[config.mk]
export PLATFORM = sky130hd
export DESIGN_NAME = regfile_wb_arbiter
export DESIGN_NICKNAME = d
export VERILOG_FILES = /design/src/rtl/regfile_wb_arbiter_pkg.sv /design/src/rtl/wb_result_fifo.sv /design/src/rtl/regfile_wb_arbiter.sv
export SDC_FILE = /design/constraint.sdc
export NUM_CORES = 1
export LEC_CHECK = 0
export CAP_MARGIN = 20
export CORE_ASPECT_RATIO = 0.7
export CORE_MARGIN = 4
export CORE_UTILIZATION = 40
export DETAILED_ROUTE_END_ITERATION = 8
export GPL_ROUTABILITY_DRIVEN = 0
export GPL_TIMING_DRIVEN = 1
export PLACE_DENSITY = 0.65
export SYNTH_ARGS = -nofsm -noshare
export SYNTH_HDL_FRONTEND = slang
export SYNTH_HIERARCHICAL = 1
export SYNTH_SLANG_ARGS = --single-unit
export TNS_END_PERCENT = 20
[constraint.sdc]
create_clock -name clk -period 3.98 [get_ports clk]
set_input_delay 0.796 -clock clk [delete_from_list [all_inputs] [get_ports clk]]
set_output_delay 0.796 -clock clk [all_outputs]
set_load 0.005 [all_outputs]
[src/rtl/regfile_wb_arbiter_pkg.sv]
// Shared register-file bus defines plus the types and default sizing used by the writeback arbiter.
// Include guards keep the defines harmless if another file in the same compile unit also provides them.
`ifndef REGFILE_WB_ARBITER_DEFINES
`define REGFILE_WB_ARBITER_DEFINES
`define RegAddrBus 4:0
`define RegBus 31:0
`define RstEnable 1'b1
`define WriteEnable 1'b1
`define ReadEnable 1'b1
`define ZeroWord 32'h0000_0000
`define WbArbFifoDepth 2
`define WbArbMaxPend 4
`endif

package regfile_wb_arbiter_pkg;
  localparam int WB_ARB_FIFO_DEPTH = `WbArbFifoDepth;
  localparam int WB_ARB_MAX_PEND   = `WbArbMaxPend;
  localparam int WB_ARB_STARVE_MAX = 8;

  typedef logic [`RegAddrBus] reg_addr_t;
  typedef logic [`RegBus]     reg_data_t;

  typedef struct packed {
    reg_addr_t waddr;
    reg_data_t wdata;
  } wb_entry_t;
endpackage

[src/rtl/wb_result_fifo.sv]
// Buffers long-latency results; a push becomes the head on the following cycle.
// No internal overflow or underflow protection: the caller gates push with !full and pop with !empty.
module wb_result_fifo
  import regfile_wb_arbiter_pkg::*;
#(
  parameter int DEPTH = 2
) (
  input  logic      clk,
  input  logic      rst,
  input  logic      i_push,
  input  wb_entry_t i_push_dat,
  input  logic      i_pop,
  output logic      o_full,
  output logic      o_empty,
  output wb_entry_t o_head
);
  localparam int AW = $clog2(DEPTH);

  wb_entry_t       r_mem [DEPTH];
  logic [AW-1:0]   r_wr_ptr;
  logic [AW-1:0]   r_rd_ptr;
  logic [AW:0]     r_cnt;

  always_ff @(posedge clk) begin
    if (i_push) begin
      r_mem[r_wr_ptr] <= i_push_dat;
    end
  end

  // Power-of-two depth lets the pointers wrap naturally.
  always_ff @(posedge clk) begin
    if (rst) begin
      r_wr_ptr <= '0;
      r_rd_ptr <= '0;
      r_cnt    <= '0;
    end else begin
      if (i_push) r_wr_ptr <= r_wr_ptr + AW'(1);
      if (i_pop)  r_rd_ptr <= r_rd_ptr + AW'(1);
      case ({i_push, i_pop})
        2'b10:   r_cnt <= r_cnt + (AW+1)'(1);
        2'b01:   r_cnt <= r_cnt - (AW+1)'(1);
        default: r_cnt <= r_cnt;
      endcase
    end
  end

  assign o_full  = (r_cnt == (AW+1)'(DEPTH));
  assign o_empty = (r_cnt == '0);
  assign o_head  = r_mem[r_rd_ptr];
endmodule

[src/rtl/regfile_wb_arbiter.sv]
// Shares the RF write port: WB wins, buffered LU results drain into idle slots (zero-latency path).
// Stalls the pipeline on RAW hits against pending LU destinations and on prolonged LU starvation.
module regfile_wb_arbiter
  import regfile_wb_arbiter_pkg::*;
#(
  parameter int FIFO_DEPTH = WB_ARB_FIFO_DEPTH,
  parameter int MAX_PEND   = WB_ARB_MAX_PEND,
  parameter int STARVE_MAX = WB_ARB_STARVE_MAX
) (
  input  logic               clk,
  input  logic               rst,
  input  logic               wb_we,
  input  logic [`RegAddrBus] wb_waddr,
  input  logic [`RegBus]     wb_wdata,
  input  logic               issue_valid,
  input  logic [`RegAddrBus] issue_waddr,
  output logic               issue_ready,
  input  logic               lu_valid,
  input  logic [`RegAddrBus] lu_waddr,
  input  logic [`RegBus]     lu_wdata,
  output logic               lu_ready,
  input  logic               re1,
  input  logic               re2,
  input  logic [`RegAddrBus] raddr1,
  input  logic [`RegAddrBus] raddr2,
  output logic               rf_we,
  output logic [`RegAddrBus] rf_waddr,
  output logic [`RegBus]     rf_wdata,
  output logic               stall_req
);
  localparam int PW = $clog2(MAX_PEND + 1);
  localparam int SW = $clog2(STARVE_MAX + 1);

  logic      w_rst_act, w_full, w_empty, w_push, w_pop;
  logic      w_set, w_clr, w_haz1, w_haz2, w_starve;
  wb_entry_t w_head, w_lu_entry;

  logic [31:0]   r_pending;
  logic [PW-1:0] r_pend_cnt;
  logic [SW-1:0] r_starve_cnt;

  assign w_rst_act  = (rst == `RstEnable);
  assign w_lu_entry = {lu_waddr, lu_wdata};
  assign w_push     = !w_rst_act && lu_valid && !w_full;
  assign w_pop      = !w_rst_act && (wb_we != `WriteEnable) && !w_empty;

  wb_result_fifo #(.DEPTH(FIFO_DEPTH)) u_fifo (
    .clk        (clk),
    .rst        (rst),
    .i_push     (w_push),
    .i_push_dat (w_lu_entry),
    .i_pop      (w_pop),
    .o_full     (w_full),
    .o_empty    (w_empty),
    .o_head     (w_head)
  );

  // A head destined for $0 still consumes the slot, it just never asserts the write.
  always_comb begin
    rf_we    = 1'b0;
    rf_waddr = '0;
    rf_wdata = `ZeroWord;
    if (!w_rst_act) begin
      if (wb_we == `WriteEnable) begin
        rf_we    = 1'b1;
        rf_waddr = wb_waddr;
        rf_wdata = wb_wdata;
      end else if (!w_empty) begin
        rf_we    = (w_head.waddr != '0);
        rf_waddr = w_head.waddr;
        rf_wdata = w_head.wdata;
      end
    end
  end

  assign lu_ready    = !w_rst_act && !w_full;
  assign issue_ready = !w_rst_act && (r_pend_cnt < PW'(MAX_PEND)) && !r_pending[issue_waddr];
  assign w_set       = issue_valid && issue_ready && (issue_waddr != '0);
  assign w_clr       = w_pop && r_pending[w_head.waddr];

  always_ff @(posedge clk) begin
    if (w_rst_act) begin
      r_pending  <= '0;
      r_pend_cnt <= '0;
    end else begin
      if (w_set) r_pending[issue_waddr]   <= 1'b1;
      if (w_clr) r_pending[w_head.waddr] <= 1'b0;
      case ({w_set, w_clr})
        2'b10:   r_pend_cnt <= r_pend_cnt + PW'(1);
        2'b01:   r_pend_cnt <= r_pend_cnt - PW'(1);
        default: r_pend_cnt <= r_pend_cnt;
      endcase
    end
  end

  // The RF forwards a same-cycle write, so a popping head satisfies a matching read.
  assign w_haz1 = (re1 == `ReadEnable) && (raddr1 != '0) && r_pending[raddr1]
                  && !(w_pop && (w_head.waddr == raddr1));
  assign w_haz2 = (re2 == `ReadEnable) && (raddr2 != '0) && r_pending[raddr2]
                  && !(w_pop && (w_head.waddr == raddr2));

  always_ff @(posedge clk) begin
    if (w_rst_act || w_empty || w_pop) begin
      r_starve_cnt <= '0;
    end else if (wb_we && (r_starve_cnt != SW'(STARVE_MAX))) begin
      r_starve_cnt <= r_starve_cnt + SW'(1);
    end
  end

  assign w_starve  = (r_starve_cnt == SW'(STARVE_MAX));
  assign stall_req = !w_rst_act && (w_haz1 || w_haz2 || w_starve);
endmodule

* Yosys cells after proc, flatten, opt, wreduce, memory -nomap -nowiden *
Memories as Yosys holds them, arrays and structs flattened. A register that Yosys moved wholly into a read port is not among the register bits.
Cells that the tools add are included.

operators by class
  $add $sub $neg = 7
  order comparisons = 7
  equality and inequality tests = 9
  muxes and demuxes = 30
  bitwise gates (word level) = 4
  reduce and logical (&&, ||, !) cells = 39

operators with widths
  kind                                                  number
  two-way mux 32 bit                                    6
  AND 32 bit                                            1
  inverter 32 bit                                       1
  bitwise OR 32 bit                                     1
  < comparator 5 x 6 -> 1 bit (second input constant)   4
  logical AND 1 bit                                     22
  binary-select mux 1 bit (select 5 bit)                4
  nonzero test 5 bit                                    4
  two-way mux 5 bit                                     3
  two-way mux 1 bit                                     13
  demux 1 bit (select 5 bit)                            2
  == test 5 bit                                         2
  >= comparator 5 x 1 -> 1 bit (second input constant)  2
  == test 2 bit (second input constant)                 3
  logical NOT 1 bit                                     6
  one-hot mux 3 bit (2 select lines)                    1
  adder 4 x 1 -> 4 bit (second input constant)          1
  == test 2 x 1 -> 1 bit (second input constant)        2
  == test 4 bit (second input constant)                 1
  logical OR 1 bit                                      4
  != test 4 bit (second input constant)                 1
  one-hot mux 2 bit (2 select lines)                    1
  nonzero test 2 bit                                    2
  adder 3 x 1 -> 3 bit (second input constant)          1
  other kinds (7)                                       8

word-level totals
  register bits after elaboration = 43
  bits in writable memories = 74
  output and inout bits = 41
  word-level logic and storage cells = 103
  memories kept = 1

memory list
  memory        depth  width  read ports  clocked after Yosys merged registers in  write ports  line                  source
  u_fifo.r_mem  2      37     1           1                                        1            wb_result_fifo.sv:19  wb_entry_t r_mem [DEPTH];

* Longest topological paths before layout *
  word-level depth = 10
  gate-level depth with buffers = 15
  gate-level depth less buffers = 12

* Cells and area by module *
The synthesis kept the hierarchy.

by module, submodules not included
  module              times used  cells an instance  area each (sq um)  sequential area each (sq um)
  regfile_wb_arbiter  1           387                3437.0             780.7
  wb_result_fifo      1           137                2871.5             2322.2

* Worst setup path before layout *
Ideal clock, no wire load.

  kind = reg2reg
  from = register with a tool-made name
  to = register r_pend_cnt[2]
  setup time = 0.071 ns
  arrival = 3.396 ns
  data required time = 3.909 ns
  setup slack = 0.513 ns
  stages on the path, launching flop included = 16
  buffers on the path = 3
  cell sequence = dfxtp_1 buf_2 buf_4 mux2_2 buf_4 mux2i_1 mux4_2 nor3_1 a2111oi_4 nor2_1 ha_1 inv_1 fa_1 xor2_1 or3_1 a21oi_1

RTL lines
  element               line                      source
  end signal, assigned  regfile_wb_arbiter.sv:89  2'b10: r_pend_cnt <= r_pend_cnt + PW'(1);
  end signal, assigned  regfile_wb_arbiter.sv:90  2'b01: r_pend_cnt <= r_pend_cnt - PW'(1);
  end signal, assigned  regfile_wb_arbiter.sv:91  default: r_pend_cnt <= r_pend_cnt;
  end, declared         regfile_wb_arbiter.sv:39  logic [PW-1:0] r_pend_cnt;

* Worst setup path in the final report *
  from = input issue_waddr[0]
  to = output issue_ready

on the way
  longest elaborated chain between the ends = 4

RTL lines
  element                                  line                      source
  start, declared                          regfile_wb_arbiter.sv:16  input logic [`RegAddrBus] issue_waddr,
  binary-select mux 1 bit (select 5 bit)   regfile_wb_arbiter.sv:77  assign issue_ready = !w_rst_act && (r_pend_cnt < PW'(MAX_PEND)) && !r_pending[issue_waddr];
  two-way mux 1 bit (implied by the code)  regfile_wb_arbiter.sv:77
  logical NOT 1 bit                        regfile_wb_arbiter.sv:77
  logical AND 1 bit                        regfile_wb_arbiter.sv:77
  end, declared                            regfile_wb_arbiter.sv:17  output logic issue_ready,

No other way between the ends. The select of a mux whose other input is x is not followed.

==> run_results.csv <==
group,metric,value,unit
outcome,status,"completed",
pwr,max-vdd-ir-drop,267,µV
min_path,hold_path.class,"reg -> reg",
clock_network,clock_latency,0.41,ns
finish,multiInputGateArea,3030,µm²
min_path,whs_path_depth,2,
sta,tightest_slew,0.735,ns
floorplanning,row_count,38,
min_path,hold_end,"r_pend_cnt[2]",
sta,fin_crit,3.85,ns
grt,grtUsageTotal,0.208,
logic_synthesis,synth_warnings,6,
finish,diodes,0,
grt,grt_antenna_before_repair,0,
grt,grt_max_degree,40,
routing,wl_met1,7710,µm
logic_synthesis,yosysTopAreaCellShare,0.352,
finish,seq_area,3110,µm²
sta,hold_violations,0,
logic_synthesis,synth_edf_count,74,
logic_synthesis,synthesis.nets,625,
finish,nets,764,
logic_synthesis,synth_area,6310,µm²
logic_synthesis,synth_seq_cells,118,
worst_setup_path,crit_path_start_kind,"primary input",
floorplanning,die_w,158,µm
routing,drt-vias-per-instance,5.83,
clock_network,cts_tree,"done",
logic_synthesis,synthFlopType,"edfxtp_1",
floorplanning,die_h,113,µm
routing,via_count,5111,
routing,routedWlPerCell,21.0,µm
sta,clock_skew,0.00622,ns
pwr,leakagePower,0.00300,µW
clock_network,clockRootBuffer,"clkbuf_16",
routing,first_iter_violations,505,
clock_network,cts_inserted_buffers,17,
floorplanning,dieArea,17900,µm²
worst_setup_path,arrival,3.05,ns
worst_setup_path,r2r_cells,13,
finish,final_common_cell,"clkdlybuf4s50_1",
worst_setup_path,crit_fanout,12,
routing,route.met2.wl,8510,µm
worst_setup_path,r2r_slack,0.35,ns
clock_network,cts_max_level,4,
routing,wirelength,18400,µm
logic_synthesis,yosys.area.top_type,"edfxtp_1",
pwr,power,3400,µW
placed_design,detailed_place_hpwl,13200,µm
routing,dr.pass1.iters,6,
finish,fillCellCount,1292,
sta,setup_viol,0,
logic_synthesis,ys_async_sr_fraction,0,
sta,setup_tns,0,ns
worst_setup_path,crit_type,"in -> out",
floorplanning,fp.coreArea,15500,µm²
routing,drc_errors,0,
logic_synthesis,ys_top_cells_by_area,"edfxtp_1 (35%), dfxtp_1 (14%), mux4_2 (8.6%), mux2_2 (6.8%), a22o_1 (5.3%)",
worst_setup_path,cp.required,3.18,ns
worst_setup_path,reg2reg_to,"r_pend_cnt[2]",
floorplanning,initial_core_util,0.407,
routing,highest_layer,"met4",
finish,final_cell_mix,"clkdlybuf4s50_1 (134), edfxtp_1 (74), a21oi_1 (46)",
routing,dr_wl_met3,1760,µm
sta,maxSlewViolCount,0,
placed_design,io_buffers,136,
logic_synthesis,ys_seq_area_frac,0.492,
clock_network,clkSlewWorstSetupHoldPaths,0.05,ns
job,maxCapViolations,0,
min_path,hp-start,"r_pend_cnt[2]",
logic_synthesis,ys_types,50,
finish,layout-drive-gt1-share,0.189,
sta,final.period_utilization,0.967,
clock_network,post-cts-setup-buffer-count,0,
logic_synthesis,syn_area_per_cell,12.0,µm²
grt,grt_pass1_wl,28500,µm
worst_setup_path,critPathMaxStageDelay,0.54,ns
sta,fmax,260,MHz
sta,relSlewSlack,0.508,
worst_setup_path,cp_cell_sequence,"clkdlybuf4s50_1 > buf_4 > mux4_2 > a22o_1 > nor3_2 > clkdlybuf4s50_1",
sta,rsz0062_at_grt,"no",
worst_setup_path,path_common_cell,"clkdlybuf4s50_1",
grt,grt_pass1_vias,5203,
pwr,power_density,397,nW/µm²
routing,ant_nets,0,
finish,synthToLayoutAreaGrowth,35.8,%
logic_synthesis,syn_inst,524,
floorplanning,io_pins,137,
clock_network,clock-sinks,118,
clock_network,clock_tree.buffer_depth,2,
grt,overflow,0,
worst_setup_path,cp-startpoint,"issue_waddr[0]",
worst_setup_path,endpoint_kind,"output port",
worst_setup_path,cp_slowest_cell,"clkdlybuf4s50_1",
## cells in the mapped netlist (2+ instances only)
cell type and count:
xor2_1 9, a22o_1 38, mux2_2 38, a31oi_1 3, buf_2 7, inv_1 9
nor3b_2 2, mux4_2 24, buf_1 9, xnor2_1 10, nor3_1 14, a211oi_1 4
or2_2 3, nand3_1 8, and2_1 3, nand3b_1 4, ha_1 4, o22ai_1 6
dfxtp_1 44, a32oi_1 6, a21oi_1 46, clkbuf_1 17, nand4_1 5, a22oi_1 12
nand2_1 17, edfxtp_1 74, and3_1 3, nor2b_1 2, o21ai_0 3, nor4_1 3
buf_4 4, or3_1 3, nor2_1 36, mux2i_1 28, nand2b_1 10, nor3b_1 2
## layout make-up
class | count | share of cell area
multi-input cells | 360 | 0.353
clock inverters | 15 | 0.0209
repair buffers | 157 | 0.181
well taps | 200 | 0.0292
flip-flops and latches | 118 | 0.363
inverters | 9 | 0.00394
clock buffers | 17 | 0.0496
## metal layers
metal,vias to the layer above,global-route usage
met3,48,0.0600
met5,-,0
li1,2325,-
met2,259,0.322
met1,2479,0.282
met4,0,0.0710
## worst max path at each step
| stage | cells after the start | slack (ns) | to |
|---|---|---|---|
| 2_1_floorplan | 15 | 0.51 | r_pend_cnt[2] |
| 3_3_place_gp | 8 | 0.07 | stall_req |
| 3_5_place_dp | 7 | 0.06 | issue_ready |
| 4_1_cts | 7 | 0.06 | issue_ready |
| 5_1_grt | 7 | 0.02 | issue_ready |
| 6_report | 6 | 0.13 | issue_ready |
## critical path, delay by kind of cell
kind / cells / cell delay (ns)
buffers and inverters: 3 / 1.20
muxes: 1 / 0.52
AOI/OAI and AO/OA: 1 / 0.30
and+or+nand+nor: 1 / 0.24
## cells by family after synthesis
kind of cell,after synthesis,synth area share
fa+ha+maj,5,0.0111
xor+xnor,19,0.0264
simple gates,120,0.0988
compound gates,126,0.143
mux,90,0.198
flops,118,0.492
buf+inv,46,0.0311
## repair_timing
item / CTS / global route
gates resized for setup: 0 / 4
hold buffers: 0 / 0
endpoints found under the setup margin: 0 / 3
endpoints found under the hold margin: 0 / 0
## sequential cells by signal, summed over array words and instances, names as in the netlist, named ones only
register	flops
r_pending	32
u_fifo/r_cnt	2
r_pend_cnt	3
u_fifo/r_wr_ptr	1
r_starve_cnt	4
u_fifo/r_rd_ptr	1
u_fifo/r_mem	74
## stage by stage
step,instance area [µm²],utilization,std cells,setup slack [ns],hold slack (ns)
floorplan,6310,-,524,0.513,0.453
CTS,8560,0.552,876,0.0573,0.494
global route,8570,0.553,876,0.0237,0.533
finish,8570,0.553,876,0.131,0.494
detailed placement,7950,0.513,844,0.0595,0.485
global placement,7950,0.513,844,0.0676,0.468
## power breakdown
group	total, µW	switching (µW)	internal (µW)
Clock	1550	562	986
Combinational	479	214	265
Sequential	1370	25.6	1350
Power figures use the tool's default switching activity.
